<file path="src/rtl/vpg_pattern_engine.sv">
// Programmable video timing and test-pattern generator for the pixel-clock domain.
// Counter stage -> pattern stage -> output register; config swaps only on frame boundaries.
module vpg_pattern_engine #(
    parameter int CW         = 12,
    parameter int COLOR_W    = 8,
    parameter int DEF_H_DISP = 1920,
    parameter int DEF_H_FP   = 88,
    parameter int DEF_H_SYNC = 44,
    parameter int DEF_H_BP   = 148,
    parameter int DEF_V_DISP = 1080,
    parameter int DEF_V_FP   = 4,
    parameter int DEF_V_SYNC = 5,
    parameter int DEF_V_BP   = 36,
    parameter int DEF_HS_POL = 1,
    parameter int DEF_VS_POL = 1
) (
    input  logic               gclk,
    input  logic               grst,
    input  logic [CW-1:0]      cfg_h_disp,
    input  logic [CW-1:0]      cfg_h_fporch,
    input  logic [CW-1:0]      cfg_h_sync,
    input  logic [CW-1:0]      cfg_h_bporch,
    input  logic [CW-1:0]      cfg_v_disp,
    input  logic [CW-1:0]      cfg_v_fporch,
    input  logic [CW-1:0]      cfg_v_sync,
    input  logic [CW-1:0]      cfg_v_bporch,
    input  logic               cfg_hs_pol,
    input  logic               cfg_vs_pol,
    input  logic               cfg_load,
    input  logic               enable,
    input  logic [2:0]         mode,
    output logic               cfg_applied,
    output logic               cfg_err,
    output logic               frame_start,
    output logic               vid_de,
    output logic               vid_hs,
    output logic               vid_vs,
    output logic [COLOR_W-1:0] vid_r,
    output logic [COLOR_W-1:0] vid_g,
    output logic [COLOR_W-1:0] vid_b
);
    localparam int TW = CW + 2;

    typedef struct packed {
        logic [CW-1:0] h_disp, h_fp, h_sync, h_bp;
        logic [CW-1:0] v_disp, v_fp, v_sync, v_bp;
        logic          hs_pol, vs_pol;
    } timing_t;

    typedef struct packed {
        logic               de, hs, vs, fs;
        logic [COLOR_W-1:0] r, g, b;
    } pix_t;

    localparam timing_t DEF_T = '{
        h_disp: CW'(DEF_H_DISP), h_fp: CW'(DEF_H_FP), h_sync: CW'(DEF_H_SYNC), h_bp: CW'(DEF_H_BP),
        v_disp: CW'(DEF_V_DISP), v_fp: CW'(DEF_V_FP), v_sync: CW'(DEF_V_SYNC), v_bp: CW'(DEF_V_BP),
        hs_pol: 1'(DEF_HS_POL), vs_pol: 1'(DEF_VS_POL)};
    localparam pix_t IDLE_RST = '{de: 1'b0, hs: 1'(DEF_HS_POL == 0), vs: 1'(DEF_VS_POL == 0),
                                  fs: 1'b0, r: '0, g: '0, b: '0};

    timing_t act, pend, cfg_in;
    logic    pend_valid, en_d, s1_vld;
    logic [2:0]    mode_act, bar_idx;
    logic [CW-1:0] pos, bar_cnt, bar_w;
    logic [TW-1:0] h_cnt, v_cnt, h_total, v_total, hs_beg, hs_end, vs_beg, vs_end;
    logic [CW:0]   pos_nxt;
    logic run, rise, h_last, v_last, frame_end, bound, cfg_ok, in_de, hs_on, vs_on;
    logic [COLOR_W-1:0] pr, pg, pb;
    pix_t s1, s2, idle;

    assign cfg_in = '{h_disp: cfg_h_disp, h_fp: cfg_h_fporch, h_sync: cfg_h_sync, h_bp: cfg_h_bporch,
                      v_disp: cfg_v_disp, v_fp: cfg_v_fporch, v_sync: cfg_v_sync, v_bp: cfg_v_bporch,
                      hs_pol: cfg_hs_pol, vs_pol: cfg_vs_pol};
    assign cfg_ok = (cfg_h_disp >= CW'(8)) && (cfg_h_sync != '0) && (cfg_v_disp != '0) && (cfg_v_sync != '0);

    assign h_total = TW'(act.h_disp) + TW'(act.h_fp) + TW'(act.h_sync) + TW'(act.h_bp);
    assign v_total = TW'(act.v_disp) + TW'(act.v_fp) + TW'(act.v_sync) + TW'(act.v_bp);
    assign hs_beg  = TW'(act.h_disp) + TW'(act.h_fp);
    assign hs_end  = hs_beg + TW'(act.h_sync);
    assign vs_beg  = TW'(act.v_disp) + TW'(act.v_fp);
    assign vs_end  = vs_beg + TW'(act.v_sync);

    // The cycle enable rises is spent applying config/mode, so the first counted pixel already uses it.
    assign run       = enable & en_d;
    assign rise      = enable & ~en_d;
    assign h_last    = (h_cnt == h_total - TW'(1));
    assign v_last    = (v_cnt == v_total - TW'(1));
    assign frame_end = run & h_last & v_last;
    assign bound     = frame_end | rise;
    assign bar_w     = act.h_disp >> 3;
    assign pos_nxt   = {1'b0, pos} + (CW+1)'(4);

    always_ff @(posedge gclk) begin
        if (grst) begin
            act         <= DEF_T;
            pend        <= DEF_T;
            pend_valid  <= 1'b0;
            mode_act    <= '0;
            pos         <= '0;
            h_cnt       <= '0;
            v_cnt       <= '0;
            bar_cnt     <= '0;
            bar_idx     <= '0;
            en_d        <= 1'b1;
            cfg_applied <= 1'b0;
            cfg_err     <= 1'b0;
        end else begin
            en_d        <= enable;
            cfg_err     <= cfg_load & ~cfg_ok;
            cfg_applied <= bound & pend_valid;
            if (bound) begin
                mode_act <= mode;
                if (pend_valid) act <= pend;
            end
            if (cfg_load && cfg_ok) begin
                pend       <= cfg_in;
                pend_valid <= 1'b1;
            end else if (bound) begin
                pend_valid <= 1'b0;
            end
            if (!run) begin
                h_cnt   <= '0;
                v_cnt   <= '0;
                bar_cnt <= '0;
                bar_idx <= '0;
                pos     <= '0;
            end else begin
                if (h_last) begin
                    h_cnt   <= '0;
                    bar_cnt <= '0;
                    bar_idx <= '0;
                    v_cnt   <= v_last ? '0 : v_cnt + TW'(1);
                end else begin
                    h_cnt <= h_cnt + TW'(1);
                    if (bar_cnt == bar_w - CW'(1)) begin
                        bar_cnt <= '0;
                        if (bar_idx != 3'd7) bar_idx <= bar_idx + 3'd1;
                    end else begin
                        bar_cnt <= bar_cnt + CW'(1);
                    end
                end
                if (frame_end) pos <= (pos_nxt >= {1'b0, act.h_disp}) ? '0 : pos_nxt[CW-1:0];
            end
        end
    end

    assign in_de = (h_cnt < TW'(act.h_disp)) && (v_cnt < TW'(act.v_disp));
    assign hs_on = (h_cnt >= hs_beg) && (h_cnt < hs_end);
    assign vs_on = (v_cnt >= vs_beg) && (v_cnt < vs_end);

    always_comb begin
        pr = '0;
        pg = '0;
        pb = '0;
        case (mode_act)
            3'd1: {pr, pg, pb} = '1;
            3'd2: begin
                pr = {COLOR_W{~bar_idx[1]}};
                pg = {COLOR_W{~bar_idx[2]}};
                pb = {COLOR_W{~bar_idx[0]}};
            end
            3'd3: begin
                pr = h_cnt[COLOR_W-1:0];
                pg = h_cnt[COLOR_W-1:0];
                pb = h_cnt[COLOR_W-1:0];
            end
            3'd4: if (h_cnt[5] ^ v_cnt[5]) {pr, pg, pb} = '1;
            3'd5: if (h_cnt >= TW'(pos) && h_cnt < TW'(pos) + TW'(16)) {pr, pg, pb} = '1;
            default: ;
        endcase
        if (!in_de) {pr, pg, pb} = '0;
    end

    assign idle = '{de: 1'b0, hs: ~act.hs_pol, vs: ~act.vs_pol, fs: 1'b0, r: '0, g: '0, b: '0};

    // Gating sits on the output register so a falling enable still shows one in-flight pixel.
    always_ff @(posedge gclk) begin
        if (grst) begin
            s1     <= IDLE_RST;
            s2     <= IDLE_RST;
            s1_vld <= 1'b0;
        end else begin
            s1     <= '{de: in_de, hs: hs_on ^ ~act.hs_pol, vs: vs_on ^ ~act.vs_pol,
                        fs: (h_cnt == '0) && (v_cnt == '0), r: pr, g: pg, b: pb};
            s1_vld <= run;
            s2     <= s1_vld ? s1 : idle;
        end
    end

    assign vid_de      = s2.de;
    assign vid_hs      = s2.hs;
    assign vid_vs      = s2.vs;
    assign frame_start = s2.fs;
    assign vid_r       = s2.r;
    assign vid_g       = s2.g;
    assign vid_b       = s2.b;
endmodule
</file>
<file path="config.mk">
export PLATFORM = sky130hd
export DESIGN_NAME = vpg_pattern_engine
export DESIGN_NICKNAME = d
export VERILOG_FILES = /design/src/rtl/vpg_pattern_engine.sv
export SDC_FILE = /design/constraint.sdc
export NUM_CORES = 1
export LEC_CHECK = 0
export ABC_AREA = 1
export CORE_MARGIN = 4
export CORE_UTILIZATION = 25
export CTS_CLUSTER_DIAMETER = 200
export CTS_CLUSTER_SIZE = 8
export DETAILED_ROUTE_END_ITERATION = 8
export MAX_ROUTING_LAYER = met4
export PLACE_DENSITY = 0.49
export SYNTH_ARGS = -nofsm -noshare
export SYNTH_HDL_FRONTEND = slang
export SYNTH_SLANG_ARGS = --single-unit
</file>
<file path="constraint.sdc">
create_clock -name gclk -period 4.5 [get_ports gclk]
set_input_delay 0.9 -clock gclk [delete_from_list [all_inputs] [get_ports gclk]]
set_output_delay 0.9 -clock gclk [all_outputs]
set_load 0.02 [all_outputs]
</file>
==> flow_summary.json <==
{
  "coreArea_mm2": 0.0776,
  "fp.dieArea_mm2": 0.0831,
  "wl_met2_um": 26200,
  "clock_latency_ps": 590,
  "grt_max_degree": 157,
  "critPathMaxStageDelay_ps": 330,
  "postLayoutCoreUtil": 0.338,
  "grt_pass1_wl_um": 96600,
  "dp_hpwl_um": 44600,
  "postCtsHoldBufs": 0,
  "cp.required_ps": 5010,
  "setup_viol": 156,
  "layout_common_cells": "536 x nand2_1, 501 x inv_1, 303 x dfxtp_1",
  "topRoutingLayerUsed": "met4",
  "finalPower_mw": 9.12,
  "min_path_type": "reg -> reg",
  "seq_area_mm2": 0.00628,
  "hold_viol_final": 0,
  "max_cap_viol_count": 0,
  "power_density_mw_per_mm2": 348,
  "critPathKind": "reg -> reg",
  "final_nets": 3494,
  "arrival_ps": 5720,
  "numClockSinks": 313,
  "multi_input_area_mm2": 0.0118,
  "gp_routability_congestion": 0.840,
  "wire_per_inst_um": 14.4,
  "hold_ws_ps": 404,
  "synth_cell_types": 47,
  "reg2reg_setup_slack_ps": -720,
  "antenna_found_initial": 0,
  "drtIter0Drc": 878,
  "dr_wl_met3_um": 2200,
  "cp_slowest_cell": "dfxtp_2",
  "skew_ps": 49.0,
  "fillCellCount": 8518,
  "setup_ws_ps": -718,
  "comb_power_share": 0.342,
  "ys_warn_count": 0,
  "io_buffers": 134,
  "clk_pin_slew_worst_paths_ps": 50,
  "cts_tree": "built",
  "intPower_mw": 6.19,
  "clkPwrFrac": 0.336,
  "async_reset_ff_frac": 0,
  "finalMaxSlewViolations": 0,
  "vias": 18200,
  "synth_area_mm2": 0.0196,
  "syn_to_final_growth_pct": 33.4,
  "p_leak_nw": 12.4,
  "layout_commonest_cell": "nand2_1",
  "synth-edff-count": 0,
  "route.detailed.drc": 0,
  "p_sw_mw": 2.93,
  "drive_above_1_share": 0.159,
  "die_w_um": 288,
  "violations": "setup timing",
  "rows": 102,
  "fin_crit_sh": 1.16,
  "finalNonFillerCells": 4223,
  "cts_buffers": 45,
  "relSlewSlack": 0.345,
  "seqPwrFrac": 0.322,
  "max_freq_mhz": 192,
  "drt-total-wl_um": 60900,
  "cp_max_fo": 7,
  "cp_common_cell": "nand2_2",
  "drtPass1Iterations": 5,
  "tightestPinTransition_ps": 980,
  "syn_area_per_cell_um2": 6.92,
  "ioPinCount": 135,
  "synthFlopType": "dfxtp_1",
  "cts.root.buffer_cell": "clkbuf_16",
  "pre_cts_ws_ps": -880,
  "synth_cells": 2838,
  "cts-htree-levels": 2,
  "crit_path_start_kind": "register",
  "grt_overflow": 0,
  "tns_ps": -85830,
  "period_needed_ps": 5220,
  "dpl_cell_area_mm2": 0.0240,
  "syn_nets": 3153,
  "antenna_left": 0,
  "dpl.cell_count": 4128,
  "rsz0062_at_grt": "yes",
  "grt_pass1_vias": 17400,
  "ys_seq_elements": 313,
  "swShare": 0.321,
  "via_per_inst": 4.30,
  "grt_usage": 0.149,
  "vdd_drop_max_mv": 0.279,
  "yosysSeqAreaShare": 0.319,
  "clock_path_buffers": 3,
  "fin_area_mm2": 0.0262,
  "critical_path.endpoint_type": "register",
  "fp.dieH_um": 288,
  "drt-met1-wl_um": 31300,
  "outcome": "complete, but fails checks",
  "start_util": 0.253
}
worst max-delay path, delay by kind of cell, from the launching register on:
family	cells	cell delay, ps
AOI/OAI and AO/OA	6	990
xor gates and xnor gates	3	510
and+or+nand+nor	15	1440
adders and majority gates	4	1050
DFF	1	330
buffers and inverters	8	800
cell families (layout without fill, tap and decap cells):
| group | count (synthesis) | in the layout | share of synthesized area |
|---|---|---|---|
| AND/OR/NAND/NOR | 1186 | 1186 | 0.262 |
| buffers and inverters | 634 | 978 | 0.125 |
| AO/OA/AOI/OAI | 376 | 376 | 0.105 |
| flip-flops | 313 | 313 | 0.319 |
| adder cells (fa/ha/maj) | 210 | 210 | 0.136 |
| XOR/XNOR | 119 | 119 | 0.0535 |
| other | 0 | 1 | 0 |
per-layer routing:
| metal | global-route usage | up-vias |
|---|---|---|
| met3 | 0.0191 | 76 |
| met2 | 0.228 | 262 |
| met1 | 0.212 | 8070 |
| met5 | - | - |
| li1 | - | 9748 |
| met4 | 0.0321 | 0 |
final timing paths:
path / startpoint / to / cells after the start
worst max-delay path: act[28] / act[71] / 36
worst min-delay path: s1[19] / vid_r[3] / 2
worst max register to register: act[28] / act[71] / 36
worst min register to register: s1[19] / vid_r[3] / 2
power by group through the flow:
stage / combinational [mW] / sequential [mW] / clock (mW)
finish: 3.12 / 2.93 / 3.06
floorplan: 1.83 / 2.96 / 0
global placement: 2.91 / 2.99 / 0
global route: 3.53 / 2.94 / 3.27
CTS: 3.05 / 2.93 / 3.18
detailed placement: 2.91 / 2.99 / 0
registers in the layout, indices dropped and copies added, names as in the netlist, 3 cells and up:
signal    count
act          98
bar_cnt      12
bar_idx       3
h_cnt        14
mode_act      3
pend         98
pos          10
s1           28
v_cnt        14
vid_b         8
vid_g         8
vid_r         8
synthesized netlist by cell type, types with 5 or more instances:
cell type	number	share of area
nor2_1	258	0.049
nand4_1	137	0.044
buf_4	8	0.0031
inv_1	514	0.098
dfxtp_1	313	0.32
fa_1	6	0.0061
clkbuf_1	72	0.014
nand3_1	140	0.036
nand3b_1	5	0.0019
nor4_1	18	0.0057
a21oi_1	188	0.048
a31oi_1	8	0.0025
nor3_1	28	0.0071
buf_2	11	0.0028
xor2_1	90	0.040
nand2_1	580	0.11
o21a_1	9	0.0034
o21bai_1	11	0.0042
ha_1	204	0.13
nor3b_1	7	0.0027
o21ai_0	121	0.031
buf_1	15	0.0029
inv_2	9	0.0017
xnor2_1	28	0.012
o211ai_1	9	0.0034
layout make-up:
class | count | area share
clock inverter | 3 | 0.00186
antenna | 1 | 0.0000955
sequential | 313 | 0.240
multi-input combinational | 1891 | 0.449
timing repair buffer | 403 | 0.141
clock buffer | 47 | 0.0433
inverter | 525 | 0.0758
tap | 1040 | 0.0497
timing repair:
| item | 4_1_cts | 5_1_grt |
|---|---|---|
| endpoints found under the setup margin | 156 | 156 |
| gates cloned | 5 | 2 |
| setup buffers | 34 | 15 |
| resized for setup | 81 | 82 |
| pin swaps | 33 | 56 |
(Power assumes the default switching activity.)
